--- config.mk ---
export PLATFORM = sky130hd
export DESIGN_NAME = tt_sweep_ctrl
export DESIGN_NICKNAME = d
export VERILOG_FILES = /design/src/rtl/tt_sweep_pkg.sv /design/src/rtl/tt_exp_lookup.sv /design/src/rtl/tt_sweep_ctrl.sv
export SDC_FILE = /design/constraint.sdc
export NUM_CORES = 1
export LEC_CHECK = 0
export ABC_AREA = 1
export CORE_ASPECT_RATIO = 1.1
export CORE_MARGIN = 5
export CORE_UTILIZATION = 45
export CTS_CLUSTER_DIAMETER = 30
export DETAILED_ROUTE_END_ITERATION = 12
export GPL_TIMING_DRIVEN = 0
export PLACE_DENSITY = 0.8
export SLEW_MARGIN = 20
export SYNTH_ARGS = -nofsm -noshare
export SYNTH_HDL_FRONTEND = slang
export SYNTH_HIERARCHICAL = 1
export SYNTH_SLANG_ARGS = --single-unit
--- constraint.sdc ---
create_clock -name clk -period 2.11 [get_ports clk]
set_input_delay 0.5275 -clock clk [delete_from_list [all_inputs] [get_ports clk]]
set_output_delay 0.5275 -clock clk [all_outputs]
set_load 0.005 [all_outputs]
--- src/rtl/tt_sweep_pkg.sv ---
// Shared types and constants for the sweep controller.
// Holds state encoding, code width and the default expected table.
package tt_sweep_pkg;

  localparam int CODE_W = 4;

  localparam logic [63:0] EXP_TABLE_DEF = 64'h4121_7CF9_DAB3_0832;

  typedef enum logic [1:0] {
    IDLE  = 2'd0,
    HOLD  = 2'd1,
    CHECK = 2'd2,
    FIN   = 2'd3
  } state_t;

endpackage

--- src/rtl/tt_exp_lookup.sv ---
// Expected-response lookup: selects nibble [4*code+3:4*code] of TABLE.
// Ports: code (4-bit code under test), exp (expected 4-bit response).
module tt_exp_lookup
  import tt_sweep_pkg::*;
#(
  parameter logic [63:0] TABLE = EXP_TABLE_DEF
) (
  input  logic [CODE_W-1:0] code,
  output logic [CODE_W-1:0] exp
);

  assign exp = TABLE[{code, 2'b00} +: CODE_W];

endmodule

--- src/rtl/tt_sweep_ctrl.sv ---
// Exhaustive 16-code sweep of an external 4-in/4-out unit vs a table.
// Ports: clk, rst (sync, active-high), start, abort, x (code out),
//   y (unit response), busy, done, pass, err_cnt, first_err,
//   err_valid, fail_map.
module tt_sweep_ctrl
  import tt_sweep_pkg::*;
#(
  parameter int          SETTLE_CYCLES = 2,
  parameter logic [63:0] EXP_TABLE     = EXP_TABLE_DEF
) (
  input  logic              clk,
  input  logic              rst,
  input  logic              start,
  input  logic              abort,
  output logic [CODE_W-1:0] x,
  input  logic [CODE_W-1:0] y,
  output logic              busy,
  output logic              done,
  output logic              pass,
  output logic [4:0]        err_cnt,
  output logic [CODE_W-1:0] first_err,
  output logic              err_valid,
  output logic [15:0]       fail_map
);

  localparam logic [3:0] SETTLE = 4'(SETTLE_CYCLES);

  state_t            state;
  logic [3:0]        cnt;
  logic [CODE_W-1:0] exp;

  tt_exp_lookup #(
    .TABLE(EXP_TABLE)
  ) u_lookup (
    .code(x),
    .exp (exp)
  );

  always_ff @(posedge clk) begin
    if (rst) begin
      state     <= IDLE;
      x         <= '0;
      cnt       <= '0;
      busy      <= 1'b0;
      done      <= 1'b0;
      pass      <= 1'b0;
      err_cnt   <= '0;
      first_err <= '0;
      err_valid <= 1'b0;
      fail_map  <= '0;
    end else begin
      unique case (state)
        IDLE: begin
          done <= 1'b0;
          if (start) begin
            x         <= '0;
            cnt       <= SETTLE;
            busy      <= 1'b1;
            pass      <= 1'b0;
            err_cnt   <= '0;
            first_err <= '0;
            err_valid <= 1'b0;
            fail_map  <= '0;
            state     <= HOLD;
          end
        end
        HOLD: begin
          if (abort) begin
            busy  <= 1'b0;
            pass  <= 1'b0;
            state <= IDLE;
          end else if (cnt == 4'd0) begin
            state <= CHECK;
          end else begin
            cnt <= cnt - 4'd1;
          end
        end
        CHECK: begin
          // abort pre-empts the compare of the current code
          if (abort) begin
            busy  <= 1'b0;
            pass  <= 1'b0;
            state <= IDLE;
          end else begin
            if (y != exp) begin
              fail_map[x] <= 1'b1;
              if (err_cnt != 5'd16) begin
                err_cnt <= err_cnt + 5'd1;
              end
              if (!err_valid) begin
                first_err <= x;
                err_valid <= 1'b1;
              end
            end
            if (x != 4'd15) begin
              x     <= x + 4'd1;
              cnt   <= SETTLE;
              state <= HOLD;
            end else begin
              busy  <= 1'b0;
              state <= FIN;
            end
          end
        end
        FIN: begin
          done  <= 1'b1;
          pass  <= (err_cnt == 5'd0);
          state <= IDLE;
        end
        default: state <= IDLE;
      endcase
    end
  end

endmodule

Word level (Yosys, flattened, before mapping)

Cells that the tools add are included.

Bits in registers: 39
Input bits: 8
Output and inout port bits: 33
Logic and storage cells: 93

Add/subtract/negate cells: 3
Order comparisons: 2
Equal/unequal tests: 18
Shift operators: 1
Mux-type cells: 42
Bitwise operators: 1
Reductions and logical operators: 16

Operator list:

| cell                                                        | number |
|---|---|
| variable part select 64 x 7 -> 4 bit (first input constant) | 1 |
| 2-to-1 mux 16 bit                                           | 3 |
| 2-to-1 mux 4 bit                                            | 11 |
| case mux 16 bit (2 select lines)                            | 1 |
| 2-to-1 mux 5 bit                                            | 4 |
| inequality test 2 bit (second input constant)               | 9 |
| bitwise OR 16 bit                                           | 1 |
| case mux 4 bit (2 select lines)                             | 2 |
| case mux 4 bit (3 select lines)                             | 1 |
| AND reduction 4 bit                                         | 3 |
| 2-to-1 mux 2 bit                                            | 5 |
| case mux 5 bit (2 select lines)                             | 1 |
| AND reduction 5 bit                                         | 2 |
| 2-to-1 mux 1 bit                                            | 8 |
| case mux 2 bit (4 select lines)                             | 1 |
| inequality test 3 bit (second input constant)               | 2 |
| case mux 1 bit (3 select lines)                             | 2 |
| AND reduction 6 bit                                         | 1 |
| adder 5 x 1 -> 5 bit (second input constant)                | 1 |
| zero test 5 bit                                             | 1 |
| < comparator 4 x 5 -> 1 bit (second input constant)         | 1 |
| inequality test 5 bit (second input constant)               | 1 |
| adder 4 x 1 -> 4 bit (second input constant)                | 1 |
| demux 1 bit (select 4 bit)                                  | 1 |
| other kinds (15)                                            | 19 |

Logic depth before layout (Yosys ltp)

Gate-level depths: netlist of the first run.

Depth in word-level cells: 8
Gate-level depth with buffers: 14
Gate-level depth less buffers: 14

By module

The synthesis of the first run kept the hierarchy.

By module, submodules not included:

| module        | instances | cells an instance | area an instance (µm²) | sequential area each (µm²) |
|---|---|---|---|---|
| tt_sweep_ctrl | 1         | 312               | 2172.1                 | 780.7 |
| tt_exp_lookup | 1         | 25                | 103.8                  | 0.0 |

Worst setup path before layout of the first run

Ideal clock, no wire load.

Kind: reg-to-reg
From: reg x[3]
To: reg fail_map[12]
Arrival: 1.585 ns
Slack: 0.406 ns
Stages on the path, launching flop included: 13
Buffers on the path: 1
Path through: dfxtp_1 > inv_1 > nor2_1 > nor2_1 > nor2_1 > inv_1 > nand2_1 > nand2_1 > nor2_1 > nand3_4 > buf_2 > nand4_1 > a21oi_1

Elaborated cells between the ends (all ways): 13
Classes of those cells: order compare: 2; eq/ne: 2; shift: 1; mux: 5; bitwise: 1; reduce/logical: 2

RTL lines:

| element                                | RTL line            | text |
|---|---|---|
| start: declaration                     | tt_sweep_ctrl.sv:15 | `output logic [CODE_W-1:0] x,` |
| start signal: assignment               | tt_sweep_ctrl.sv:96 | `x <= x + 4'd1;` |
| variable part select 64 x 7 -> 4 bit   | tt_exp_lookup.sv:12 | `assign exp = TABLE[{code, 2'b00} +: CODE_W];` |
| net exp[3]                             | tt_sweep_ctrl.sv:30 | `logic [CODE_W-1:0] exp;` |
| inequality test 4 bit                  | tt_sweep_ctrl.sv:85 | `if (y != exp) begin` |
| inequality test 2 bit (no source line) | -                   |  |
| AND reduction 4 bit (no source line)   | -                   |  |
| end signal: assignment                 | tt_sweep_ctrl.sv:50 | `fail_map <= '0;` |
| end signal: assignment                 | tt_sweep_ctrl.sv:63 | `fail_map <= '0;` |
| end signal: indexed assignment         | tt_sweep_ctrl.sv:86 | `fail_map[x] <= 1'b1;` |
| end: declaration                       | tt_sweep_ctrl.sv:23 | `output logic [15:0] fail_map` |

The timed path passes the listed nets, and every way through them passes these cells. The select of a mux whose other input is x is not followed.
A chain may end at the register's enable or synchronous reset.

Worst setup path after layout of the first run

From: reg x[2]
To: out x[2]

No word-level cell between the ends.

==> results of run 1 <==
==> flip-flops by register name, summed over array words and instances, names as in the netlist <==
| signal | cells |
|---|---|
| x | 4 |
| pass | 1 |
| err_cnt | 5 |
| first_err | 4 |
| err_valid | 1 |
| state | 2 |
| cnt | 4 |
| fail_map | 16 |
| done | 1 |
| busy | 1 |
==> per-stage QoR <==
| step | cell area [um2] | cells | power [mW] | hold WS (ps) | setup WS [ps] |
|---|---|---|---|---|---|
| 2_1_floorplan | 2280 | 337 | 1.23 | 447 | 406 |
| 3_3_place_gp | 2750 | 435 | 1.40 | 436 | 114 |
| 3_5_place_dp | 2750 | 435 | 1.42 | 440 | 89.7 |
| 4_1_cts | 2870 | 443 | 2.08 | 453 | 53.5 |
| 5_1_grt | 2870 | 443 | 2.20 | 465 | 4.27 |
| 6_report | 2870 | 443 | 2.06 | 450 | 229 |
==> cells in the mapped netlist (3+ instances only) <==
| cell type | number | share of area |
|---|---|---|
| sky130_fd_sc_hd__a211oi_1 | 3 | 0.0099 |
| sky130_fd_sc_hd__a21oi_1 | 33 | 0.073 |
| sky130_fd_sc_hd__buf_2 | 3 | 0.0066 |
| sky130_fd_sc_hd__buf_6 | 5 | 0.025 |
| sky130_fd_sc_hd__dfxtp_1 | 39 | 0.34 |
| sky130_fd_sc_hd__ha_1 | 14 | 0.077 |
| sky130_fd_sc_hd__inv_1 | 65 | 0.11 |
| sky130_fd_sc_hd__nand2_1 | 68 | 0.11 |
| sky130_fd_sc_hd__nand2_2 | 4 | 0.011 |
| sky130_fd_sc_hd__nand3_1 | 12 | 0.026 |
| sky130_fd_sc_hd__nand4_1 | 25 | 0.069 |
| sky130_fd_sc_hd__nor2_1 | 38 | 0.063 |
| sky130_fd_sc_hd__nor3_1 | 7 | 0.015 |
| sky130_fd_sc_hd__o21ai_0 | 6 | 0.013 |
==> how the worst max path moves through the flow <==
stage | cells past startpoint | endpoint | slack, ps | startpoint
floorplan | 12 | fail_map[12]$_SDFFE_PP0P_ | 410 | x[3]$_SDFFE_PP0P_
global placement | 9 | fail_map[10]$_SDFFE_PP0P_ | 110 | y[1]
detailed placement | 8 | fail_map[8]$_SDFFE_PP0P_ | 90 | abort
CTS | 1 | x[2] | 50 | x[2]$_SDFFE_PP0P_
global route | 13 | err_cnt[3]$_SDFFE_PP0P_ | 4 | x[2]$_SDFFE_PP0P_
finish | 1 | x[2] | 230 | x[2]$_SDFFE_PP0P_
==> metal layers <==
metal,routed length (um),track usage
met4,57,0.0641
met1,2180,0.189
met3,268,0.0408
met2,2770,0.314
met5,0,0
==> cell families (layout without fill, tap and decap cells) <==
family                     count (synthesis)  count (layout)  synth area share
and+or+nand+nor                          159             159             0.319
AOI/OAI and AO/OA                         45              45             0.107
xor gates and xnor gates                   2               2           0.00770
buffers and inverters                     78             126             0.147
DFF                                       39              39             0.343
adders and majority gates                 14              14            0.0770
==> layout make-up <==
cell class              instances  area, um2  share of cell area
plain buffers                  10       78.8              0.0274
clock buffers                   6       82.6              0.0287
clock inverters                 2       35.0              0.0122
inverters                      68        255              0.0888
multi-input cells             220       1160               0.404
flip-flops and latches         39        788               0.274
well taps                      58       72.6              0.0253
repair buffers                 40        400               0.139
==> cell usage in the layout, fill, tap and decap left out, types with 3 or more instances in the layout <==
| cell | synthesis | routed |
|---|---|---|
| sky130_fd_sc_hd__clkdlybuf4s50_1 | 0 | 40 |
| sky130_fd_sc_hd__clkbuf_8 | 0 | 6 |
| sky130_fd_sc_hd__nand2_2 | 4 | 4 |
| sky130_fd_sc_hd__nor3_1 | 7 | 7 |
| sky130_fd_sc_hd__nand3_1 | 12 | 12 |
| sky130_fd_sc_hd__ha_1 | 14 | 14 |
| sky130_fd_sc_hd__dfxtp_2 | 0 | 3 |
| sky130_fd_sc_hd__dfxtp_1 | 39 | 35 |
| sky130_fd_sc_hd__a21oi_1 | 33 | 33 |
| sky130_fd_sc_hd__a211oi_1 | 3 | 3 |
| sky130_fd_sc_hd__inv_1 | 65 | 65 |
| sky130_fd_sc_hd__nand4_1 | 25 | 25 |
| sky130_fd_sc_hd__buf_6 | 5 | 5 |
| sky130_fd_sc_hd__nand2_1 | 68 | 68 |
| sky130_fd_sc_hd__buf_2 | 3 | 3 |
| sky130_fd_sc_hd__o21ai_0 | 6 | 6 |
| sky130_fd_sc_hd__nor2_1 | 38 | 38 |
==> power groups by stage <==
stage / Clock (mW) / Combinational (mW) / Sequential [mW]
final: 0.655 / 0.562 / 0.847
after global routing: 0.696 / 0.648 / 0.856
after CTS: 0.667 / 0.564 / 0.847
after detailed placement: 0 / 0.559 / 0.865
after global placement: 0 / 0.539 / 0.863
after floorplan: 0 / 0.375 / 0.857
==> results_tabular.tex, run 1 <==
\begin{tabular}{lr}
\hline
Metric & Value \\
\hline
\multicolumn{2}{l}{\textbf{Outcome}} \\
\quad Outcome & finished, final reports clean \\
\multicolumn{2}{l}{\textbf{Detailed routing}} \\
\quad Number of iterations in the first detailed-routing pass & 5 \\
\quad Starting DRT DRC Count & 121 \\
\quad Detailed-route DRC error count & 0 \\
\quad Via total after detailed routing & roughly 2200 \\
\quad DRT antenna net count & 0 \\
\quad Number of vias per cell & 5.05 \\
\quad Routed wire length per instance & 11.9 um \\
\quad Final Routed Wirelength & approximately 5300 um \\
\multicolumn{2}{l}{\textbf{Synth}} \\
\quad Synthesized netlist net count & roughly 360 \\
\quad EDFF count, synth & 0 \\
\quad Number of distinct library cell variants in the gate-level netlist after synthesis & 24 \\
\quad Synth async-reset ratio & 0 \\
\quad Post-synthesis average cell area & slightly below 7 um2 \\
\quad Count of mapped cells out of synthesis & between 300 and 400 \\
\quad Sequential area share after synthesis & 0.343 \\
\quad Synthesized area & 2280 um2 \\
\quad Yosys warns & 6 \\
\quad Yosys reg bits & 39 \\
\quad Predominant post-synthesis flop cell & sky130\_fd\_sc\_hd\_\_dfxtp\_1 \\
\multicolumn{2}{l}{\textbf{STA}} \\
\quad Final-report max-slew violation count & 0 \\
\quad Unrepaired setup endpoints after global routing & false \\
\quad Highest Clock Rate & around 530 MHz \\
\quad Post-layout min period & 1880 ps \\
\quad Final-report setup violation count & 0 \\
\quad Final clock period utilization by the worst path & 0.892 \\
\quad Final TNS setup & 0 ps \\
\quad Final Hold Violating Endpoints & 0 \\
\quad Clock skew & 7.03 ps \\
\quad Transition at the pin with the smallest max-transition slack & 484 ps \\
\quad Headroom to the max-slew limit & 0.678 \\
\multicolumn{2}{l}{\textbf{Global route}} \\
\quad First-pass GRT wire length & around 9400 um \\
\quad Maximum number of pins on one net before global-route repair & 14 \\
\quad Initial antenna violation count & 0 \\
\quad Via count of the first global-routing pass & 2182 \\
\quad Global Route Usage Sum & 0.172 \\
\quad Overflow left after global routing & 0 \\
\multicolumn{2}{l}{\textbf{Worst hold path}} \\
\quad Min-delay src & fail\_map[5]\$\_SDFFE\_PP0P\_ \\
\quad End point of the most critical hold path & fail\_map[5]\$\_SDFFE\_PP0P\_ \\
\quad Hold Crit Class & register to register \\
\quad Cell count of the worst hold path & 2 \\
\multicolumn{2}{l}{\textbf{CTS}} \\
\quad Max Root-Sink Buffers & 2 \\
\quad Clock-pin slew of the registers on the worst-case setup and hold paths & 80 ps \\
\quad Number of buffers inserted for hold repair after clock tree synthesis & 0 \\
\quad H-tree levels & 2 \\
\quad Insertion delay to the later sink of the worst-skew pair & about 290 ps \\
\quad Cell chosen for the clock root & sky130\_fd\_sc\_hd\_\_clkbuf\_8 \\
\quad Number of clock sinks & 39 \\
\quad Count of buffers added by post-CTS timing repair for setup & 0 \\
\quad TritonCTS clock tree & done \\
\quad Post-cts sizing count & 0 \\
\quad Num CTS Buffers & 5 \\
\multicolumn{2}{l}{\textbf{Placement}} \\
\quad Gp weighted congestion & 0.895 \\
\quad Placed wire-length estimate after detailed placement & slightly above 4000 um \\
\quad IO buf count & 40 \\
\multicolumn{2}{l}{\textbf{Worst setup path}} \\
\quad Slowest stage cell on the critical path & sky130\_fd\_sc\_hd\_\_clkdlybuf4s50\_1 \\
\quad Max stage delay on crit path & 580 ps \\
\quad Destination of the worst register-to-register timing path & err\_cnt[3]\$\_SDFFE\_PP0P\_ \\
\quad Critical R2R Launch & x[2]\$\_SDFFE\_PP0P\_ \\
\quad Type of the worst setup path & register to output port \\
\quad Length in cells of the worst reg-to-reg path & 13 \\
\quad Cell family with the largest share of critical-path delay & buffers and inverters \\
\quad Critical path buffer and inverter count & 1 \\
\quad Element type at the critical path start & register \\
\quad Worst Setup End Kind & output port \\
\quad Arrival time reported for the critical path endpoint & between 1000 and 1500 ps \\
\quad CP cell instances & clkdlybuf4s50\_1 \\
\quad Data required time at the worst endpoint & around 1600 ps \\
\quad R2r setup slk & 230 ps \\
\quad Crit-path max FO & 13 \\
\multicolumn{2}{l}{\textbf{Cells and area}} \\
\quad Fill cells & 486 \\
\quad Share of layout cells above drive strength 1 & 0.0857 \\
\quad Ant. Diodes & 0 \\
\quad Finished Core Util & 0.579 \\
\quad Area growth, synth to finish & 26.3\% \\
\quad Nets & around 400 \\
\multicolumn{2}{l}{\textbf{Floorplanning}} \\
\quad Core region area & approximately 5000 um2 \\
\quad Floorplan row count & 27 \\
\quad Width of the die & 77.8 um \\
\quad Initial cell density of the core & 0.458 \\
\quad Area enclosed by the die boundary & 6580 um2 \\
\quad IO Count & between 40 and 50 \\
\quad Y dimension of the die & 84.6 um \\
\multicolumn{2}{l}{\textbf{Pwr}} \\
\quad Portion of total power attributed to sequential cells & 0.410 \\
\quad Net Switching & 0.651 mW \\
\quad Switching power share of the total & 0.315 \\
\quad Worst vdd rail ir drop & 0.000377 V \\
\quad Relative contribution of combinational cells to total power & 0.272 \\
\quad Power density relative to cell area & 718 nW/um2 \\
\quad Design internal power & about 1.4 mW \\
\quad Leakage & 1.24 nW \\
\quad Clock share of power & 0.317 \\
\multicolumn{2}{l}{\textbf{Flow run}} \\
\quad Number of maximum-capacitance violations & 0 \\
\hline
\end{tabular}
Note: power is estimated with default switching activity, not from simulation.
==> run 2, diff against run 1 <==
CAP_MARGIN = 20   (was unset)
==> results of run 2 <==
The final DEF is identical to that of run 1; final timing and power are the same.
==> run 3, diff against run 2 <==
CTS_CLUSTER_DIAMETER = 40   (was 30)
==> results of run 3 <==
The final DEF is identical to that of run 1; final timing and power are the same.
